$ cat config.mk
export PLATFORM = sky130hd
export DESIGN_NAME = mem_port_arbiter
export DESIGN_NICKNAME = d
export VERILOG_FILES = /design/src/rtl/mem_port_arbiter.sv
export SDC_FILE = /design/constraint.sdc
export NUM_CORES = 1
export LEC_CHECK = 0
export ABC_AREA = 1
export CAP_MARGIN = 15
export CORE_MARGIN = 3
export CORE_UTILIZATION = 50
export CTS_CLUSTER_DIAMETER = 30
export CTS_CLUSTER_SIZE = 20
export DETAILED_ROUTE_END_ITERATION = 8
export GPL_TIMING_DRIVEN = 0
export PLACE_DENSITY = 0.81
export SYNTH_ARGS = -nofsm -noshare
export SYNTH_HDL_FRONTEND = slang
export SYNTH_SLANG_ARGS = --single-unit
export TNS_END_PERCENT = 5
$ cat constraint.sdc
create_clock -name clock_i -period 1.9 [get_ports clock_i]
set_input_delay 0.19 -clock clock_i [delete_from_list [all_inputs] [get_ports clock_i]]
set_output_delay 0.19 -clock clock_i [all_outputs]
set_load 0.05 [all_outputs]
$ cat src/rtl/mem_port_arbiter.sv
// rtl/mem_port_arbiter.sv - round-robin arbiter for the shared data-memory port
//
// Purpose:
//   Shares one data-memory port among four requesters (MEM stage, debug
//   read-back, debug write, memory initialisation). Issues a registered
//   one-hot grant, drives the 2-bit operand mux select for the owner and
//   revokes any grant held for MAX_HOLD consecutive cycles.
//
// Parameters:
//   MAX_HOLD  maximum consecutive grant cycles for one owner (2..256)
//   NB_CNT    hold counter width, derived from MAX_HOLD
//
// Ports:
//   clock_i    system clock, rising edge
//   reset_i    asynchronous active-high reset
//   enable_i   allows new grants from IDLE; no effect on a running grant
//   req_i      level request per requester
//   release_i  end-of-use strobe; only the owner's bit is honoured
//   grant_o    one-hot registered grant, zero when there is no owner
//   sel_o      mux select = owner index; keeps last owner's index when idle
//   busy_o     high while a grant is active
//   timeout_o  one-cycle pulse when the hold limit revokes a grant

module mem_port_arbiter #(
  parameter int MAX_HOLD = 16,
  parameter int NB_CNT   = $clog2(MAX_HOLD)
) (
  input  logic       clock_i,
  input  logic       reset_i,
  input  logic       enable_i,
  input  logic [3:0] req_i,
  input  logic [3:0] release_i,
  output logic [3:0] grant_o,
  output logic [1:0] sel_o,
  output logic       busy_o,
  output logic       timeout_o
);

  typedef enum logic {
    IDLE    = 1'b0,
    GRANTED = 1'b1
  } state_t;

  // Counter value seen on the last cycle an owner may keep the grant.
  localparam logic [NB_CNT-1:0] CNT_LAST = NB_CNT'(MAX_HOLD - 1);

  state_t            state_q, state_d;
  logic [3:0]        grant_q, grant_d;
  logic [1:0]        sel_q, sel_d;
  logic              busy_q, busy_d;
  logic              timeout_q, timeout_d;
  logic [1:0]        last_q, last_d;
  logic [NB_CNT-1:0] cnt_q, cnt_d;

  logic              win_found;
  logic [1:0]        win_idx;
  logic [1:0]        cand;
  logic              owner_done;

  // Round-robin search: last+1, last+2, last+3, then last itself. The 2-bit
  // addition wraps, so k=4 lands back on last.
  always_comb begin
    win_found = 1'b0;
    win_idx   = last_q;
    cand      = '0;
    for (int k = 1; k <= 4; k++) begin
      cand = last_q + 2'(k);
      if (!win_found && req_i[cand]) begin
        win_found = 1'b1;
        win_idx   = cand;
      end
    end
  end

  // While GRANTED, sel_q is the owner index, so it picks the owner's bits.
  assign owner_done = release_i[sel_q] || !req_i[sel_q];

  always_comb begin
    state_d   = state_q;
    grant_d   = grant_q;
    sel_d     = sel_q;
    busy_d    = busy_q;
    timeout_d = 1'b0;
    last_d    = last_q;
    cnt_d     = cnt_q;

    case (state_q)
      IDLE: begin
        grant_d = 4'b0000;
        busy_d  = 1'b0;
        if (enable_i && win_found) begin
          state_d = GRANTED;
          grant_d = 4'b0001 << win_idx;
          sel_d   = win_idx;
          busy_d  = 1'b1;
          last_d  = win_idx;
          cnt_d   = '0;
        end
      end

      GRANTED: begin
        if (owner_done || cnt_q == CNT_LAST) begin
          // A release on the limit cycle wins over the timeout.
          state_d   = IDLE;
          grant_d   = 4'b0000;
          busy_d    = 1'b0;
          cnt_d     = '0;
          timeout_d = !owner_done;
        end else begin
          cnt_d = cnt_q + NB_CNT'(1);
        end
      end

      default: begin
        state_d = IDLE;
        grant_d = 4'b0000;
        busy_d  = 1'b0;
        cnt_d   = '0;
      end
    endcase
  end

  always_ff @(posedge clock_i or posedge reset_i) begin
    if (reset_i) begin
      state_q   <= IDLE;
      grant_q   <= 4'b0000;
      sel_q     <= 2'd0;
      busy_q    <= 1'b0;
      timeout_q <= 1'b0;
      last_q    <= 2'd3;
      cnt_q     <= '0;
    end else begin
      state_q   <= state_d;
      grant_q   <= grant_d;
      sel_q     <= sel_d;
      busy_q    <= busy_d;
      timeout_q <= timeout_d;
      last_q    <= last_d;
      cnt_q     <= cnt_d;
    end
  end

  assign grant_o   = grant_q;
  assign sel_o     = sel_q;
  assign busy_o    = busy_q;
  assign timeout_o = timeout_q;

endmodule
==> run summary <==
WL final -> 2190 µm
#FFs+latches synth -> 15
Worst path slowest cell -> dfstp_2
Reg2Reg Depth -> 12
Fin cells -> 198
Dpl hpwl -> 1810 µm
Setup violators final -> 0
Design Area, Final -> 1360 µm²
Pin count of the biggest net entering global routing -> 16
Initial Utilization -> 0.543
Avg Inst Size Synth -> 7.47 µm²
Iter 0 DRT Violations -> 21
Util after Layout -> 0.675
Total track usage -> 0.180
Height of the die -> 52.9 µm
Worst EP required -> 2070 ps
Critical Path End Type -> flop
PD cells -> 1770 nW/µm²
Share of the synthesized area in the top cell type -> 0.296
Area occupied by multi-input gates -> 653 µm²
Crit path from -> last_q[0]
FILL cells -> 183
Syn nets -> 159
Root buffer cell -> clkbuf_4
Worst hold slack -> 242 ps
Maxcap violations -> 0
First-pass GRT wire length -> 3840 µm
RD Place Congestion -> 0.828
Storage cell area -> 378 µm²
Leakage -> 0.678 nW
Clock slew at reported path FFs -> 100 ps
Post-route ant nets -> 0
Critical path class -> reg -> reg
TritonCTS Buffers -> 3
Die footprint -> 2800 µm²
Core Rows -> 16
Worst Path Max Fanout -> 10
Placed insts -> 192
# hold bufs at CTS -> 0
Worst r2r src -> last_q[0]
Minimum clock period -> 1750 ps
Clk sink count -> 15
IO Pins -> 19
Vias in the first global route -> 942
Pre-Repair DR Iteration Count -> 4
Netlist cell types -> 25
Cells after Synth -> 147
Crit-path cells -> buf_8 > inv_6 > nand2_1 > nand2_4 > nand2_8 > nand2_8 > nor2_8 > nand3_4 > nand3_4 > inv_2 > nand2_1 > o21ai_1
Final period utilization -> 0.923
Port bufs -> 18
CTS tree -> done
Rel. slew slack -> 0.641
CTS max path bufs -> 2
RSZ-0062 raised after global routing -> no
Cell family with most CP delay -> simple AND/OR/NAND/NOR gates
Setup slack at placement -> 79.1 ps
NumNets Final -> 184
Yosys warning count -> 0
Die X -> 52.9 µm
Endpoints failing hold -> 0
Worst hold path type -> in -> async
Arrival time at the worst endpoint -> 1920 ps
Achievable Freq -> 570 MHz
Vias/cell -> 4.89
Mapped Area -> 1100 µm²
Pwr Total -> 2.42 mW
Initial antenna violation count -> 0
Layout cells sized above 1 -> 0.199
Post-route setup slack -> 146 ps
Most frequent cells in the layout -> nand2_1, clkdlybuf4s50_1, dfrtp_1, nand3_1, inv_1
Crit Reg-Reg Endpoint -> sel_o[0]
CP max stage delay -> 550 ps
Gr ovfl total -> 0
Synth area leader -> dfrtp_1
Status -> complete, no violations
N_diodes -> 0
Later-pin clock latency in the skew report -> 280 ps
Layout Skew -> 10.4 ps
CTS H-tree depth -> 1
Startpoint Class -> flop
Area Overhead vs Synth -> 24.1%
Most common cell after layout, fill and taps aside -> nand2_1
Avg WL per Cell -> 11.0 µm
Post-synthesis sequential area ratio -> 0.344
Worst reg2reg setup slack -> 150 ps
Via count -> 969
Worst-Margin Slew -> 538 ps
Area contributors post-synth -> dfrtp_1, nand2_1, nand2_8
Placed Instance Area -> 1310 µm²
DRC viols -> 0
Max-slew violation count -> 0
Fin Setup TNS -> 0 ps
Core Area -> 2020 µm²
Buffers & Inverters on Critical Path -> 3
VDD IR max -> 978 µV
worst max-delay path by stage:
stage | to | cells after the start
floorplan | sel_o[0] | 12
global placement | cnt_q[0] | 11
detailed placement | cnt_q[0] | 11
CTS | sel_o[0] | 12
global route | grant_o[3] | 13
finish | sel_o[0] | 12
metal layers:
layer	vias up	track usage	wire length [µm]
li1	513	-	-
met1	443	0.192	915
met2	9	0.364	1220
met3	4	0.0113	21
met4	0	0.0553	29
met5	-	0	0
cell usage after synthesis, drive strengths merged:
cell type and instances:
nor2 9, o21ai 11, dfrtp 13, or2 1, nor3 2, inv 14
dfstp 2, clkinv 1, nand3 14, o21bai 1, xor2 1, ha 1
a21oi 1, nand2 75, buf 1
registers in the layout, summed over array words and instances, names as in the netlist:
signal     count
busy_o         1
cnt_q          4
grant_o        4
last_q         2
sel_o          2
state_q        1
timeout_o      1
power breakdown:
part | total, mW | internal [mW] | switching (mW)
registers | 0.533 | 0.438 | 0.0950
clock network | 0.180 | 0.0780 | 0.102
logic | 1.70 | 0.591 | 1.11
total | 2.42 | 1.11 | 1.31
repair_timing:
action / CTS / global route
setup endpoints to repair: 0 / 3
gates resized for setup: 0 / 2
buffers inserted: 0 / 2
cells by family after synthesis:
group	count (synthesis)	share of synthesized area
AOI/OAI and AO/OA	13	0.0683
xor gates and xnor gates	1	0.00797
adders and majority gates	1	0.0114
buffers and inverters	16	0.0661
DFF	15	0.344
and+or+nand+nor	101	0.502
final cells by class:
| cell class | instances | area share |
|---|---|---|
| timing repair buffer | 20 | 0.143 |
| tap | 27 | 0.0248 |
| buffer | 1 | 0.0110 |
| clock buffer | 3 | 0.0165 |
| clock inverter | 1 | 0.00367 |
| sequential | 15 | 0.277 |
| multi-input combinational | 116 | 0.479 |
| inverter | 15 | 0.0450 |
(Power assumes the default switching activity.)
